## src/rtl/writeback_arbiter_l1.sv

```systemverilog
// Writeback stage: round-robin arbitration across the execute-unit streams
// into a one-entry output register. A commit handshake on that register
// performs the architectural register-file write.
module writeback_arbiter_l1 #(
  parameter int p_num_pipes    = 2,
  parameter int p_seq_num_bits = 5
) (
  input  logic                                          clk,
  input  logic                                          rst,
  input  logic [p_num_pipes-1:0]                        X_val,
  output logic [p_num_pipes-1:0]                        X_rdy,
  input  logic [p_num_pipes-1:0][31:0]                  X_pc,
  input  logic [p_num_pipes-1:0][p_seq_num_bits-1:0]    X_seq_num,
  input  logic [p_num_pipes-1:0][4:0]                   X_waddr,
  input  logic [p_num_pipes-1:0][31:0]                  X_wdata,
  input  logic [p_num_pipes-1:0]                        X_wen,
  output logic                                          C_val,
  input  logic                                          C_rdy,
  output logic [31:0]                                   C_pc,
  output logic [p_seq_num_bits-1:0]                     C_seq_num,
  output logic                                          rf_wen,
  output logic [4:0]                                    rf_waddr,
  output logic [31:0]                                   rf_wdata,
  output logic [31:0]                                   num_commits
);

  // A single pipe still gets a 1-bit pointer; it simply never leaves 0.
  localparam int                ptr_w     = (p_num_pipes > 1) ? $clog2(p_num_pipes) : 1;
  localparam logic [ptr_w-1:0]  last_pipe = ptr_w'(p_num_pipes - 1);

  // Output register and arbiter state
  logic                       full_q;
  logic [ptr_w-1:0]           ptr_q;
  logic [31:0]                pc_q;
  logic [p_seq_num_bits-1:0]  seq_num_q;
  logic [4:0]                 waddr_q;
  logic [31:0]                wdata_q;
  logic                       wen_q;
  logic [31:0]                num_commits_q;

  // Arbitration results
  logic [p_num_pipes-1:0]     grant;
  logic [ptr_w-1:0]           grant_idx;
  logic                       grant_any;
  logic                       space;
  logic                       accept;
  logic                       fire;

  // Round-robin search: first valid pipe at or after ptr, wrapping around.
  always_comb begin
    int               cand_wide;
    logic [ptr_w-1:0] cand;
    // NOTE: every variable gets a default before the loop so no path leaves
    // it unassigned; a missing default here would infer a latch.
    grant     = '0;
    grant_idx = '0;
    grant_any = 1'b0;
    cand_wide = 0;
    cand      = '0;
    for (int k = 0; k < p_num_pipes; k++) begin
      // NOTE: blocking assignments in combinational logic so grant_any
      // updated in one iteration is seen by the next; <= would not be.
      cand_wide = (int'(ptr_q) + k) % p_num_pipes;
      cand      = ptr_w'(cand_wide);
      if (!grant_any && X_val[cand]) begin
        grant_any   = 1'b1;
        grant[cand] = 1'b1;
        grant_idx   = cand;
      end
    end
  end

  // Handshake terms: the register can refill in the same cycle it drains.
  assign space  = !full_q || C_rdy;
  assign accept = grant_any && space;
  assign fire   = full_q && C_rdy;
  assign X_rdy  = space ? grant : '0;

  // Commit stream and register-file write port, all from the held entry.
  assign C_val       = full_q;
  assign C_pc        = pc_q;
  assign C_seq_num   = seq_num_q;
  assign rf_wen      = fire && wen_q && (waddr_q != 5'd0);
  assign rf_waddr    = waddr_q;
  assign rf_wdata    = wdata_q;
  assign num_commits = num_commits_q;

  // Output register, round-robin pointer and commit counter.
  always_ff @(posedge clk or posedge rst) begin
    if (rst) begin
      // NOTE: the payload fields are reset as well, so rf_waddr/rf_wdata and
      // the commit fields are never X after reset even though full_q gates them.
      full_q        <= 1'b0;
      ptr_q         <= '0;
      pc_q          <= '0;
      seq_num_q     <= '0;
      waddr_q       <= '0;
      wdata_q       <= '0;
      wen_q         <= 1'b0;
      num_commits_q <= '0;
    end else begin
      if (accept) begin
        full_q    <= 1'b1;
        pc_q      <= X_pc[grant_idx];
        seq_num_q <= X_seq_num[grant_idx];
        waddr_q   <= X_waddr[grant_idx];
        wdata_q   <= X_wdata[grant_idx];
        wen_q     <= X_wen[grant_idx];
        ptr_q     <= (grant_idx == last_pipe) ? '0 : grant_idx + ptr_w'(1);
      end else if (fire) begin
        full_q <= 1'b0;
      end
      if (fire) begin
        num_commits_q <= num_commits_q + 32'd1;
      end
    end
  end

endmodule

```

## config.mk

```make
export PLATFORM = sky130hd
export DESIGN_NAME = writeback_arbiter_l1
export DESIGN_NICKNAME = d
export VERILOG_FILES = /design/src/rtl/writeback_arbiter_l1.sv
export SDC_FILE = /design/constraint.sdc
export NUM_CORES = 1
export LEC_CHECK = 0
export CORE_UTILIZATION = 35
export DETAILED_ROUTE_END_ITERATION = 16
export PLACE_DENSITY = 0.85
export SYNTH_ARGS = -nofsm -noshare
export SYNTH_HDL_FRONTEND = slang
export SYNTH_SLANG_ARGS = --single-unit
```

## constraint.sdc

```tcl
create_clock -name clk -period 9.4 [get_ports clk]
set_input_delay 1.88 -clock clk [delete_from_list [all_inputs] [get_ports clk]]
set_output_delay 1.88 -clock clk [all_outputs]
set_load 0.02 [all_outputs]
```

# Word-level counts from Yosys, hierarchy flattened
# Index checks and enable logic that the tools add are counted.
[totals]
regBits = 109
word_cells = 57
[classes]
addsub = 3
magnitude_cmp = 5
n_mux = 28
bitwise_logic = 1
n_reduce_logical = 12
[op_table]
columns = ["op", "count"]
rows = [
  ["32-bit 2-to-1 mux", 4],
  ["32-bit by 1-bit adder with 32-bit output, second input constant", 1],
  ["5-bit 2-to-1 mux", 4],
  ["1-bit 2-to-1 mux", 15],
  ["1-bit logical AND", 7],
  ["1-bit by 2-bit less-than comparator with 1-bit output, second input constant", 3],
  ["2-bit 2-to-1 mux", 3],
  ["5-bit nonzero test", 1],
  ["1-bit adder, second input constant", 2],
  ["1-bit demux with 1-bit select", 2],
  ["1-bit >= comparator, second input constant", 2],
  ["1-bit logical NOT", 2],
  ["2-bit bitwise OR", 1],
  ["2-bit nonzero test", 1],
  ["1-bit logical OR", 1],
]

# Logic depth before layout (Yosys ltp)
# Gate-level depths: netlist of run 1.
[logic_depth]
depth_word = 8
ltp_mapped = 6

# Worst setup path before layout of run 1
# No wires, ideal clock.
[synth_path]
path_kind = "input to output"
from = "input X_val[0]"
to = "output X_rdy[1]"
arrival_ps = 2534
setup_slack_ps = 4986
path_stages = 4
path_buffers = 1
path_cell_list = "inv_1 o21ai_1 buf_4 nor2b_1"
[synth_between]
elab_chain_cells = 7
word_cells_on_any_way = 11
cone_classes = "mux: 8; bitwise: 1; reduce/logical: 2"
[synth_lines]
columns = ["element", "line", "source"]
rows = [
  ["start, declared", "10", "input logic [p_num_pipes-1:0] X_val,"],
  ["1-bit 2-to-1 mux (not written as such) (2 in series)", "65", "if (!grant_any && X_val[cand]) begin"],
  ["1-bit 2-to-1 mux", "65", ""],
  ["1-bit logical NOT", "65", ""],
  ["1-bit logical AND", "65", ""],
  ["2-bit 2-to-1 mux *", "65", ""],
  ["2-bit 2-to-1 mux *", "77", "assign X_rdy = space ? grant : '0;"],
  ["end, declared", "11", "output logic [p_num_pipes-1:0] X_rdy,"],
]
# Mark *: on every way between the ends. The rest lies on a longest branch, timed or not. The select of a mux whose other input is x is not followed.

# Worst setup path in the final report of run 1
# Ends and elaborated chain as after synthesis.

==> flow_results.xml, run 1 <==
<?xml version="1.0" encoding="UTF-8"?>
<metrics>
  <group name="status">
    <metric name="status" unit="">finished clean</metric>
  </group>
  <group name="yosys">
    <metric name="avgSynthCellArea" unit="um^2">10.7</metric>
    <metric name="post_synth_inst_count" unit="">467</metric>
    <metric name="yosysUniqueCellTypes" unit="">28</metric>
    <metric name="post-synth-top-count-cell" unit="">sky130_fd_sc_hd__dfrtp_1</metric>
    <metric name="yosysSeqAreaShare" unit="%">54.4</metric>
    <metric name="synthDominantCellAreaShare" unit="%">54.4</metric>
    <metric name="synth_enable_flop_cells" unit="">0</metric>
    <metric name="synth.cell_area" unit="um^2">5010</metric>
    <metric name="yosysTopAreaCell" unit="">sky130_fd_sc_hd__dfrtp_1</metric>
    <metric name="flip_flop_and_latch_count_after_synthesis" unit="">109</metric>
    <metric name="syn_nets" unit="">623</metric>
    <metric name="synth_area_leaders" unit="">sky130_fd_sc_hd__dfrtp_1 54%, sky130_fd_sc_hd__mux2i_1 15%, sky130_fd_sc_hd__o21ai_0 6.1%, sky130_fd_sc_hd__nand2_1 6.0%, sky130_fd_sc_hd__xnor2_1 4.4%</metric>
    <metric name="synth_top_cells_by_count" unit="">109 x sky130_fd_sc_hd__dfrtp_1, 80 x sky130_fd_sc_hd__nand2_1, 75 x sky130_fd_sc_hd__mux2i_1, 61 x sky130_fd_sc_hd__o21ai_0, 25 x sky130_fd_sc_hd__xnor2_1</metric>
    <metric name="synth_async_sr_flop_share" unit="%">100</metric>
    <metric name="yosysWarnings" unit="">0</metric>
    <metric name="yosys_most_used_dff" unit="">sky130_fd_sc_hd__dfrtp_1</metric>
  </group>
  <group name="cts">
    <metric name="cts_inserted_buffers" unit="">9</metric>
    <metric name="cts.clk_slew.worst_paths" unit="ns">0.07</metric>
    <metric name="clk_root_buffer_cell" unit="">sky130_fd_sc_hd__clkbuf_16</metric>
    <metric name="clkSinkCount" unit="">109</metric>
    <metric name="cts_tree" unit="">built</metric>
    <metric name="worst_skew_pair.late_latency" unit="ns">0.34</metric>
    <metric name="cts.hold.buffers_added" unit="">0</metric>
    <metric name="clock_tree_buf_depth" unit="">2</metric>
    <metric name="post_cts_resize_count" unit="">0</metric>
    <metric name="cts_h_tree_depth" unit="">3</metric>
    <metric name="post-cts-setup-buffers" unit="">0</metric>
  </group>
  <group name="place">
    <metric name="post_dp_cell_area" unit="um^2">7780</metric>
    <metric name="place.detailed.instances" unit="">887</metric>
    <metric name="gpl.final_weighted_congestion" unit="">0.794</metric>
    <metric name="placement.io_buffers" unit="">264</metric>
    <metric name="dp.final_hpwl" unit="um">10300</metric>
  </group>
  <group name="critical_path">
    <metric name="cp_common_cell" unit="">sky130_fd_sc_hd__clkdlybuf4s50_1</metric>
    <metric name="worst-path-buf-inv" unit="">3</metric>
    <metric name="cp_max_fo" unit="">28</metric>
    <metric name="capturing_element_type_of_the_critical_path" unit="">output pin</metric>
    <metric name="cpPeakStageDelay" unit="ns">0.90</metric>
    <metric name="crit_path_cell_trace" unit="">clkdlybuf4s50_1 &gt; inv_1 &gt; o21ai_4 &gt; nor2b_1 &gt; clkdlybuf4s50_1</metric>
    <metric name="critical_path_required" unit="ns">7.52</metric>
    <metric name="critical_path_class" unit="">input pin to output pin</metric>
    <metric name="timing.critical_path.max_delay_family" unit="">buffers and inverters</metric>
    <metric name="timing.critical_path.from_type" unit="">input pin</metric>
    <metric name="cpMaxStageDelayCell" unit="">sky130_fd_sc_hd__o21ai_4</metric>
    <metric name="critPathArrivalTime" unit="ns">4.19</metric>
  </group>
  <group name="route">
    <metric name="drc" unit="">0</metric>
    <metric name="detail_route.iter0.violations" unit="">177</metric>
    <metric name="route.detailed.wl_per_inst" unit="um">15.2</metric>
    <metric name="drtPass1Iterations" unit="">6</metric>
    <metric name="post_drt_via_cell_ratio" unit="">4.72</metric>
    <metric name="antenna_viol_nets_final" unit="">0</metric>
    <metric name="total_vias_in_the_final_route" unit="">4256</metric>
    <metric name="finalWirelength" unit="um">13700</metric>
  </group>
  <group name="pwr">
    <metric name="share_clk_of_total_power" unit="%">28.7</metric>
    <metric name="worst_ir_drop_vdd" unit="mV">0.0782</metric>
    <metric name="power_frac_seq" unit="%">41.4</metric>
    <metric name="switching_share" unit="%">30.0</metric>
    <metric name="power.leakage" unit="nW">3.59</metric>
    <metric name="internal_power" unit="mW">0.983</metric>
    <metric name="comb_power_share" unit="%">29.9</metric>
    <metric name="power-per-cell-area" unit="nW/um^2">174</metric>
    <metric name="switchingPower" unit="mW">0.421</metric>
  </group>
  <group name="hold_path">
    <metric name="worstHoldPathType" unit="">flop to flop</metric>
  </group>
  <group name="timing">
    <metric name="clock-skew-final" unit="ns">0.00587</metric>
    <metric name="tns" unit="ns">0</metric>
    <metric name="setup_viol_count_final" unit="">0</metric>
    <metric name="period_needed" unit="ns">6.07</metric>
    <metric name="slew-limit-headroom" unit="%">23.4</metric>
    <metric name="period_share" unit="%">64.6</metric>
    <metric name="max_clock_freq" unit="MHz">165</metric>
    <metric name="actual_transition_at_the_worst_max_transition_pin" unit="ns">1.14</metric>
    <metric name="hold_viol_final" unit="">0</metric>
    <metric name="rsz0062_at_grt" unit="">no</metric>
    <metric name="slew_viol_final" unit="">0</metric>
  </group>
  <group name="layout">
    <metric name="finish.utilization" unit="%">58.1</metric>
    <metric name="final-instance-count-excl-fill" unit="">902</metric>
    <metric name="synthToLayoutAreaGrowth" unit="%">61.5</metric>
    <metric name="layout.cell_area.non_filler" unit="um^2">8100</metric>
    <metric name="num_antenna_cells" unit="">0</metric>
    <metric name="area.sequential" unit="um^2">2730</metric>
    <metric name="multiInputGateArea" unit="um^2">2150</metric>
    <metric name="layout-drive-gt1-share" unit="%">3.46</metric>
    <metric name="nNetsFinal" unit="">874</metric>
    <metric name="final.fill_count" unit="">1219</metric>
  </group>
  <group name="floorplanning">
    <metric name="fp.dieH" unit="um">122</metric>
    <metric name="num_rows" unit="">43</metric>
    <metric name="dieWidth" unit="um">122</metric>
    <metric name="boundaryPins" unit="">265</metric>
    <metric name="floorplan.initialDensity" unit="%">36.0</metric>
    <metric name="overall_die_area" unit="um^2">14800</metric>
    <metric name="placeableCoreArea" unit="um^2">13900</metric>
  </group>
  <group name="global_route">
    <metric name="antenna_found_initial" unit="">0</metric>
    <metric name="globalRouteOverflowTotal" unit="">0</metric>
    <metric name="first_pass_grt_wire_length" unit="um">21300</metric>
    <metric name="grt_usage" unit="%">18.9</metric>
    <metric name="via_count_of_the_first_global_routing_pass" unit="">4187</metric>
    <metric name="grt_max_degree" unit="">108</metric>
  </group>
  <group name="job">
    <metric name="max_cap_violations" unit="">0</metric>
  </group>
</metrics>
cell families (layout without fill, tap and decap cells):
family / after synthesis / after routing / synth area share (%)
simple gates: 140 / 140 / 13.7
flops: 109 / 109 / 54.4
compound gates: 79 / 79 / 7.96
mux: 76 / 76 / 15.2
xor+xnor: 31 / 31 / 5.42
buf+inv: 31 / 286 / 3.10
fa+ha+maj: 1 / 1 / 0.250
sequential cells by signal, summed over array words and instances, names as in the netlist:
name	count
C_pc	32
num_commits	32
rf_wdata	32
C_seq_num	5
rf_waddr	5
C_val	1
ptr_q	1
wen_q	1
path summary, 6_finish.rpt:
check	depth (start not counted)	endpoint	startpoint	slack [ns]
setup / recovery	5	X_rdy[1]	X_val[0]	3.33
hold / removal	2	C_seq_num[1]$_DFFE_PP0P_	C_seq_num[1]$_DFFE_PP0P_	0.48
setup reg to reg	4	wen_q$_DFFE_PP0P_	ptr_q$_DFFE_PP0P_	6.68
hold reg to reg	2	C_seq_num[1]$_DFFE_PP0P_	C_seq_num[1]$_DFFE_PP0P_	0.48
max in group asynchronous	3	num_commits[0]$_DFFE_PP0N_	rst	6.18
min in group asynchronous	2	num_commits[26]$_DFFE_PP0N_	rst	1.88
power groups by stage:
stage                     sequential [mW]  clock (mW)  combinational, mW
after detailed placement            0.590           0              0.425
after CTS                           0.582       0.416              0.427
final                               0.581       0.403              0.421
after global placement              0.587           0              0.420
after global routing                0.590       0.437              0.453
after floorplan                     0.663           0              0.119
worst reg2reg max path: stages, from the launching register on:
cell and delay [ns]:
sky130_fd_sc_hd__dfrtp_1 0.42, sky130_fd_sc_hd__o21ai_4 0.89, sky130_fd_sc_hd__buf_4 0.79, sky130_fd_sc_hd__mux2i_1 0.39, sky130_fd_sc_hd__o21ai_1 0.08
area by class of cell:
class	count	area share [%]
Clock buffer	9	2.78
Clock inverter	6	1.08
Inverter	4	0.216
Multi-Input combinational cell	327	26.5
Sequential cell	109	33.7
Tap cell	180	2.78
Timing Repair Buffer	267	32.9
routing by layer:
layer  GRT usage [%]  part of all wire, %
met4            9.26                  3.1
met2            32.1                   49
met5               0                    0
met3            5.48                  8.0
met1            21.9                   40
stage by stage:
stage	worst slack [ns]	total power [mW]	hold WS (ns)
2_1_floorplan	4.65	0.782	0.456
3_3_place_gp	3.36	1.01	0.460
3_5_place_dp	3.32	1.02	0.470
4_1_cts	3.32	1.42	0.486
5_1_grt	3.19	1.48	0.503
6_report	3.33	1.40	0.479
cell usage in the layout (no fill, tap or decap), types with 9 or more instances in the layout:
cell type / synthesis / routed
sky130_fd_sc_hd__nand2_1: 80 / 80
sky130_fd_sc_hd__dfrtp_1: 109 / 109
sky130_fd_sc_hd__nand4_1: 13 / 13
sky130_fd_sc_hd__o21ai_0: 61 / 61
sky130_fd_sc_hd__clkdlybuf4s50_1: 0 / 264
sky130_fd_sc_hd__mux2i_1: 75 / 75
sky130_fd_sc_hd__xnor2_1: 25 / 25
sky130_fd_sc_hd__nand3_1: 16 / 16
sky130_fd_sc_hd__clkbuf_16: 0 / 9
sky130_fd_sc_hd__o21ai_1: 15 / 14
Note: power is estimated with default switching activity, not from simulation.
==> inputs of run 2 (changes only) <==
PLACE_DENSITY = 0.88   (was 0.85)
clock period = 5 ns   (was 9.4 ns; I/O delays follow)
==> run 2 against run 1 <==
  * Utilization fell by 0.11 points
  * Power rose by 82%
  * Sequential share of layout area up 0.063 points
  * Via count grew 1.1%
  * Highest routed layer unchanged
  * Die area unchanged
  * Worst hold slack got worse by 0.00091 ns
  * Non-clock buffer count up 1
==> flow_results.xml, run 2 (synthesis gave the netlist of run 1 again) <==
<?xml version="1.0" encoding="UTF-8"?>
<metrics>
  <group name="critical_path">
    <metric name="cpPeakStageDelay" unit="ns">0.57</metric>
    <metric name="capturing_element_type_of_the_critical_path" unit="">output pin</metric>
    <metric name="cp_max_fo" unit="">14</metric>
    <metric name="worst_r2r_endpoint" unit="">rf_wdata[8]$_DFFE_PP0P_</metric>
    <metric name="critPathArrivalTime" unit="ns">2.76</metric>
    <metric name="critical_path_class" unit="">input pin to output pin</metric>
    <metric name="timing.reg2reg.setup_slack" unit="ns">2.73</metric>
    <metric name="cpMaxStageDelayCell" unit="">sky130_fd_sc_hd__clkdlybuf4s50_1</metric>
    <metric name="crit_path_cell_trace" unit="">clkdlybuf4s50_1 &gt; inv_1 &gt; o21ai_4 &gt; buf_4 &gt; nor2b_1 &gt; clkdlybuf4s50_1</metric>
    <metric name="cp_common_cell" unit="">sky130_fd_sc_hd__clkdlybuf4s50_1</metric>
    <metric name="rr_worst_depth" unit="">5</metric>
    <metric name="regToRegStartpoint" unit="">ptr_q$_DFFE_PP0P_</metric>
    <metric name="timing.critical_path.from_type" unit="">input pin</metric>
    <metric name="critical_path_required" unit="ns">4.00</metric>
  </group>
  <group name="hold_path">
    <metric name="hp-start" unit="">C_pc[8]$_DFFE_PP0P_</metric>
    <metric name="hold_end" unit="">C_pc[8]$_DFFE_PP0P_</metric>
    <metric name="worstHoldPathType" unit="">flop to flop</metric>
    <metric name="hold-path-cell-count" unit="">2</metric>
  </group>
  <group name="timing">
    <metric name="slew_viol_final" unit="">0</metric>
    <metric name="rsz0062_at_grt" unit="">no</metric>
    <metric name="setup_viol_count_final" unit="">0</metric>
    <metric name="tns" unit="ns">0</metric>
    <metric name="clock-skew-final" unit="ns">0.00656</metric>
    <metric name="actual_transition_at_the_worst_max_transition_pin" unit="ns">1.07</metric>
    <metric name="hold-worst-slack" unit="ns">0.478</metric>
    <metric name="max_clock_freq" unit="MHz">266</metric>
    <metric name="period_share" unit="%">75.3</metric>
    <metric name="hold_viol_final" unit="">0</metric>
    <metric name="period_needed" unit="ns">3.76</metric>
    <metric name="slew-limit-headroom" unit="%">28.9</metric>
  </group>
  <group name="global_route">
    <metric name="antenna_found_initial" unit="">0</metric>
    <metric name="globalRouteOverflowTotal" unit="">0</metric>
    <metric name="grt_max_degree" unit="">114</metric>
    <metric name="first_pass_grt_wire_length" unit="um">21700</metric>
    <metric name="grt_usage" unit="%">19.0</metric>
    <metric name="via_count_of_the_first_global_routing_pass" unit="">4234</metric>
  </group>
  <group name="layout">
    <metric name="final.fill_count" unit="">1189</metric>
    <metric name="layout.cell_area.non_filler" unit="um^2">8080</metric>
    <metric name="mostFrequentLayoutCells" unit="">264 x sky130_fd_sc_hd__clkdlybuf4s50_1, 109 x sky130_fd_sc_hd__dfrtp_1, 80 x sky130_fd_sc_hd__nand2_1</metric>
    <metric name="multiInputGateArea" unit="um^2">2150</metric>
    <metric name="layout_commonest_cell" unit="">sky130_fd_sc_hd__clkdlybuf4s50_1</metric>
    <metric name="area.sequential" unit="um^2">2730</metric>
    <metric name="synthToLayoutAreaGrowth" unit="%">61.2</metric>
    <metric name="nNetsFinal" unit="">875</metric>
    <metric name="layout-drive-gt1-share" unit="%">3.59</metric>
    <metric name="num_antenna_cells" unit="">0</metric>
    <metric name="final-instance-count-excl-fill" unit="">904</metric>
  </group>
  <group name="cts">
    <metric name="cts.clk_slew.worst_paths" unit="ns">0.07</metric>
    <metric name="cts_tree" unit="">built</metric>
    <metric name="cts_h_tree_depth" unit="">3</metric>
    <metric name="cts.hold.buffers_added" unit="">0</metric>
    <metric name="clk_root_buffer_cell" unit="">sky130_fd_sc_hd__clkbuf_16</metric>
    <metric name="clkSinkCount" unit="">109</metric>
    <metric name="worst_skew_pair.late_latency" unit="ns">0.34</metric>
    <metric name="post_cts_resize_count" unit="">0</metric>
    <metric name="cts_inserted_buffers" unit="">9</metric>
    <metric name="post-cts-setup-buffers" unit="">0</metric>
    <metric name="clock_tree_buf_depth" unit="">2</metric>
  </group>
  <group name="floorplanning">
    <metric name="dieWidth" unit="um">122</metric>
    <metric name="floorplan.initialDensity" unit="%">36.0</metric>
    <metric name="overall_die_area" unit="um^2">14800</metric>
    <metric name="fp.dieH" unit="um">122</metric>
    <metric name="num_rows" unit="">43</metric>
    <metric name="boundaryPins" unit="">265</metric>
    <metric name="placeableCoreArea" unit="um^2">13900</metric>
  </group>
  <group name="route">
    <metric name="post_drt_via_cell_ratio" unit="">4.76</metric>
    <metric name="total_vias_in_the_final_route" unit="">4302</metric>
    <metric name="drc" unit="">0</metric>
    <metric name="antenna_viol_nets_final" unit="">0</metric>
    <metric name="route.detailed.wl_per_inst" unit="um">15.1</metric>
    <metric name="detail_route.iter0.violations" unit="">186</metric>
    <metric name="finalWirelength" unit="um">13600</metric>
    <metric name="drtPass1Iterations" unit="">4</metric>
  </group>
  <group name="pwr">
    <metric name="worst_ir_drop_vdd" unit="mV">0.145</metric>
    <metric name="power-per-cell-area" unit="nW/um^2">317</metric>
    <metric name="post-layout-total-power" unit="mW">2.56</metric>
    <metric name="power.leakage" unit="nW">3.58</metric>
  </group>
  <group name="place">
    <metric name="post_dp_cell_area" unit="um^2">7800</metric>
    <metric name="place.detailed.instances" unit="">888</metric>
    <metric name="gpl.final_weighted_congestion" unit="">0.761</metric>
    <metric name="placement.io_buffers" unit="">264</metric>
    <metric name="dp.final_hpwl" unit="um">10300</metric>
  </group>
  <group name="job">
    <metric name="max_cap_violations" unit="">0</metric>
  </group>
  <group name="status">
    <metric name="status" unit="">finished clean</metric>
  </group>
</metrics>
==> run 2: report_power, final <==
group	switching (mW)	internal, mW
Sequential	0.0896	1.00
Combinational	0.383	0.411
Clock	0.321	0.353
==> run 2: per-layer routing <==
metal,global-route usage (%),wire length [um],up-vias
met1,23.1,5560,1992
li1,-,-,2126
met2,32.2,6730,166
met5,0,0,-
met4,7.33,297,0
met3,4.96,1060,18
==> run 2: through the flow <==
step	setup WS, ns	utilization, %
after global routing	1.12	58.0
after CTS	1.19	58.0
after global placement	1.22	56.0
after detailed placement	1.20	56.0
after floorplan	1.13	-
final	1.24	58.0
==> run 2: worst max-delay path: cells and delay by family <==
family	cells	cell delay, ns
AOI/OAI and AO/OA	1	0.14
buffers and inverters	4	1.51
and+or+nand+nor	1	0.10
==> run 2: worst max path at each step <==
stage	start	end	slack, ns	cells after the start
3_3_place_gp	X_val[0]	X_rdy[1]	1.22	6
2_1_floorplan	rst	C_pc[0]$_DFFE_PP0P_	1.13	1
3_5_place_dp	X_val[0]	X_rdy[1]	1.20	6
6_report	X_val[0]	X_rdy[1]	1.24	6
5_1_grt	X_val[0]	X_rdy[1]	1.12	6
4_1_cts	X_val[0]	X_rdy[1]	1.19	6
==> run 2: final cells by class <==
class / instances / area share (%)
clock inverter: 5 / 0.434
sequential: 109 / 33.8
inverter: 4 / 0.217
multi-input combinational: 327 / 26.6
clock buffer: 11 / 3.00
timing repair buffer: 268 / 33.2
tap: 180 / 2.79
==> inputs of run 3 (changes only) <==
clock period = 3.24 ns   (was 5 ns; I/O delays follow)
==> run 3 against run 2 <==
  * Combinational power grew 55%
  * Sequential cell count is the same
  * Power grew 57%
  * Register-to-register slack lost 1.3 ns
  * Critical path type unchanged
  * Highest routed layer unchanged
  * Clock skew grew 0.0011 ns
  * Critical path depth shrank 2
  * Via count grew 0.16%
  * Utilization grew 0.48 points
  * Largest cell class is now non-clock buffers
  * Worst hold slack gained 0.0048 ns
  * Clock power grew 62%
  * First-iteration DRC count shrank 0.54%
  * Sequential power grew 55%
==> flow_results.xml, run 3 (synthesis gave the netlist of run 1 again) <==
<?xml version="1.0" encoding="UTF-8"?>
<metrics>
  <group name="route">
    <metric name="drc" unit="">0</metric>
    <metric name="detail_route.iter0.violations" unit="">185</metric>
    <metric name="total_vias_in_the_final_route" unit="">4309</metric>
    <metric name="antenna_viol_nets_final" unit="">0</metric>
    <metric name="post_drt_via_cell_ratio" unit="">4.76</metric>
    <metric name="route.detailed.wl_per_inst" unit="um">15.2</metric>
    <metric name="finalWirelength" unit="um">13800</metric>
    <metric name="drtPass1Iterations" unit="">4</metric>
  </group>
  <group name="timing">
    <metric name="slew-limit-headroom" unit="%">47.2</metric>
    <metric name="clock-skew-final" unit="ns">0.00764</metric>
    <metric name="layout_setup_ws" unit="ns">0.202</metric>
    <metric name="hold-worst-slack" unit="ns">0.483</metric>
    <metric name="max_clock_freq" unit="MHz">329</metric>
    <metric name="rsz0062_at_grt" unit="">no</metric>
    <metric name="period_needed" unit="ns">3.04</metric>
    <metric name="actual_transition_at_the_worst_max_transition_pin" unit="ns">0.790</metric>
    <metric name="setup_viol_count_final" unit="">0</metric>
    <metric name="tns" unit="ns">0</metric>
    <metric name="hold_viol_final" unit="">0</metric>
    <metric name="slew_viol_final" unit="">0</metric>
    <metric name="period_share" unit="%">93.8</metric>
  </group>
  <group name="critical_path">
    <metric name="crit_path_cell_trace" unit="">clkdlybuf4s50_1 &gt; or2b_1 &gt; nor2b_1 &gt; clkdlybuf4s50_1</metric>
    <metric name="worst-path-buf-inv" unit="">2</metric>
    <metric name="critPathArrivalTime" unit="ns">2.39</metric>
    <metric name="critical_path_required" unit="ns">2.59</metric>
    <metric name="cp_max_fo" unit="">5</metric>
    <metric name="timing.critical_path.max_delay_family" unit="">buffers and inverters</metric>
    <metric name="critical_path_class" unit="">input pin to output pin</metric>
    <metric name="cpMaxStageDelayCell" unit="">sky130_fd_sc_hd__clkdlybuf4s50_1</metric>
    <metric name="cp_common_cell" unit="">sky130_fd_sc_hd__clkdlybuf4s50_1</metric>
    <metric name="timing.critical_path.from_type" unit="">input pin</metric>
    <metric name="capturing_element_type_of_the_critical_path" unit="">output pin</metric>
    <metric name="cpPeakStageDelay" unit="ns">0.63</metric>
  </group>
  <group name="status">
    <metric name="status" unit="">finished clean</metric>
  </group>
  <group name="cts">
    <metric name="cts.hold.buffers_added" unit="">0</metric>
    <metric name="worst_skew_pair.late_latency" unit="ns">0.35</metric>
    <metric name="cts.clk_slew.worst_paths" unit="ns">0.08</metric>
    <metric name="post_cts_resize_count" unit="">0</metric>
    <metric name="clk_root_buffer_cell" unit="">sky130_fd_sc_hd__clkbuf_16</metric>
    <metric name="post-cts-setup-buffers" unit="">0</metric>
    <metric name="clock_tree_buf_depth" unit="">2</metric>
    <metric name="clkSinkCount" unit="">109</metric>
    <metric name="cts_tree" unit="">built</metric>
    <metric name="cts_inserted_buffers" unit="">9</metric>
    <metric name="cts_h_tree_depth" unit="">3</metric>
  </group>
  <group name="floorplanning">
    <metric name="fp.dieH" unit="um">122</metric>
    <metric name="dieWidth" unit="um">122</metric>
    <metric name="placeableCoreArea" unit="um^2">13900</metric>
    <metric name="overall_die_area" unit="um^2">14800</metric>
    <metric name="floorplan.initialDensity" unit="%">36.0</metric>
    <metric name="num_rows" unit="">43</metric>
    <metric name="boundaryPins" unit="">265</metric>
  </group>
  <group name="pwr">
    <metric name="worst_ir_drop_vdd" unit="mV">0.224</metric>
    <metric name="power-per-cell-area" unit="nW/um^2">493</metric>
    <metric name="power.leakage" unit="nW">3.61</metric>
  </group>
  <group name="place">
    <metric name="gpl.final_weighted_congestion" unit="">0.791</metric>
    <metric name="dp.final_hpwl" unit="um">10400</metric>
    <metric name="pre_cts_slack" unit="ns">0.188</metric>
    <metric name="placement.io_buffers" unit="">264</metric>
    <metric name="post_dp_cell_area" unit="um^2">7860</metric>
  </group>
  <group name="layout">
    <metric name="mostFrequentLayoutCells" unit="">264 x sky130_fd_sc_hd__clkdlybuf4s50_1, 109 x sky130_fd_sc_hd__dfrtp_1, 80 x sky130_fd_sc_hd__nand2_1</metric>
    <metric name="layout_commonest_cell" unit="">sky130_fd_sc_hd__clkdlybuf4s50_1</metric>
    <metric name="nNetsFinal" unit="">877</metric>
    <metric name="final.fill_count" unit="">1181</metric>
    <metric name="synthToLayoutAreaGrowth" unit="%">62.6</metric>
    <metric name="finish.utilization" unit="%">58.5</metric>
    <metric name="num_antenna_cells" unit="">0</metric>
    <metric name="layout.cell_area.non_filler" unit="um^2">8150</metric>
    <metric name="layout-drive-gt1-share" unit="%">3.99</metric>
  </group>
  <group name="global_route">
    <metric name="antenna_found_initial" unit="">0</metric>
    <metric name="globalRouteOverflowTotal" unit="">0</metric>
    <metric name="via_count_of_the_first_global_routing_pass" unit="">4288</metric>
    <metric name="grt_max_degree" unit="">110</metric>
    <metric name="met2_routing_resource_usage_after_global_routing" unit="%">33.2</metric>
    <metric name="first_pass_grt_wire_length" unit="um">21400</metric>
    <metric name="grt.met3_usage" unit="%">5.29</metric>
    <metric name="global_route.peak_usage_layer" unit="">met2</metric>
    <metric name="grt_usage" unit="%">19.1</metric>
    <metric name="grtUsageMet1" unit="%">21.6</metric>
  </group>
  <group name="hold_path">
    <metric name="worstHoldPathType" unit="">flop to flop</metric>
  </group>
  <group name="job">
    <metric name="max_cap_violations" unit="">0</metric>
  </group>
</metrics>
## run 3: cell count changes in the layout (fill, tap and decap cells not counted), moves of 2 or more
cell / change
sky130_fd_sc_hd__inv_8: +2
sky130_fd_sc_hd__clkinv_2: -2
sky130_fd_sc_hd__inv_6: +2
sky130_fd_sc_hd__buf_12: +3
## run 3: metal layers
| metal | wire length (um) | vias to the layer above |
|---|---|---|
| met1 | 5330 | 1964 |
| met2 | 7010 | 188 |
| met3 | 1080 | 26 |
| li1 | - | 2131 |
| met4 | 339 | 0 |
| met5 | 0 | - |
## run 3: metrics by stage
step	cells	total power [mW]
final	906	4.02
after global routing	906	4.22
after CTS	906	4.07
after detailed placement	890	2.96
after global placement	890	2.93
after floorplan	467	2.27
## run 3: worst register-to-register path, stage by stage (launching register included)
cell and delay, ns:
sky130_fd_sc_hd__dfrtp_1 0.43, sky130_fd_sc_hd__ha_1 0.20, sky130_fd_sc_hd__nand3_1 0.18, sky130_fd_sc_hd__nor4_4 0.55
sky130_fd_sc_hd__nand4_1 0.20, sky130_fd_sc_hd__xnor2_1 0.17
## run 3: layout make-up
cell class	instances	area [um^2]	share of cell area (%)
Tap cell	180	225	2.76
Timing Repair Buffer	270	2740	33.6
Clock buffer	9	225	2.76
Multi-Input combinational cell	327	2150	26.4
Clock inverter	7	65.1	0.799
Inverter	4	18.8	0.230
Sequential cell	109	2730	33.5
## run 3: worst paths after layout
check / startpoint / to / slack [ns] / cells after the start
setup / recovery: C_rdy / X_rdy[1] / 0.20 / 4
hold / removal: C_pc[11]$_DFFE_PP0P_ / C_pc[11]$_DFFE_PP0P_ / 0.48 / 2
setup reg to reg: num_commits[0]$_DFFE_PP0N_ / num_commits[22]$_DFFE_PP0N_ / 1.40 / 5
hold reg to reg: C_pc[11]$_DFFE_PP0P_ / C_pc[11]$_DFFE_PP0P_ / 0.48 / 2
max in group asynchronous: rst / rf_wdata[26]$_DFFE_PP0P_ / 1.99 / 3
min in group asynchronous: rst / rf_wdata[12]$_DFFE_PP0P_ / 0.84 / 3
## run 3: report_power, final
| part | internal, mW | total, mW | switching, mW |
|---|---|---|---|
| clock network | 0.543 | 1.09 | 0.550 |
| logic | 0.642 | 1.23 | 0.591 |
| registers | 1.55 | 1.69 | 0.144 |
| total | 2.73 | 4.02 | 1.28 |
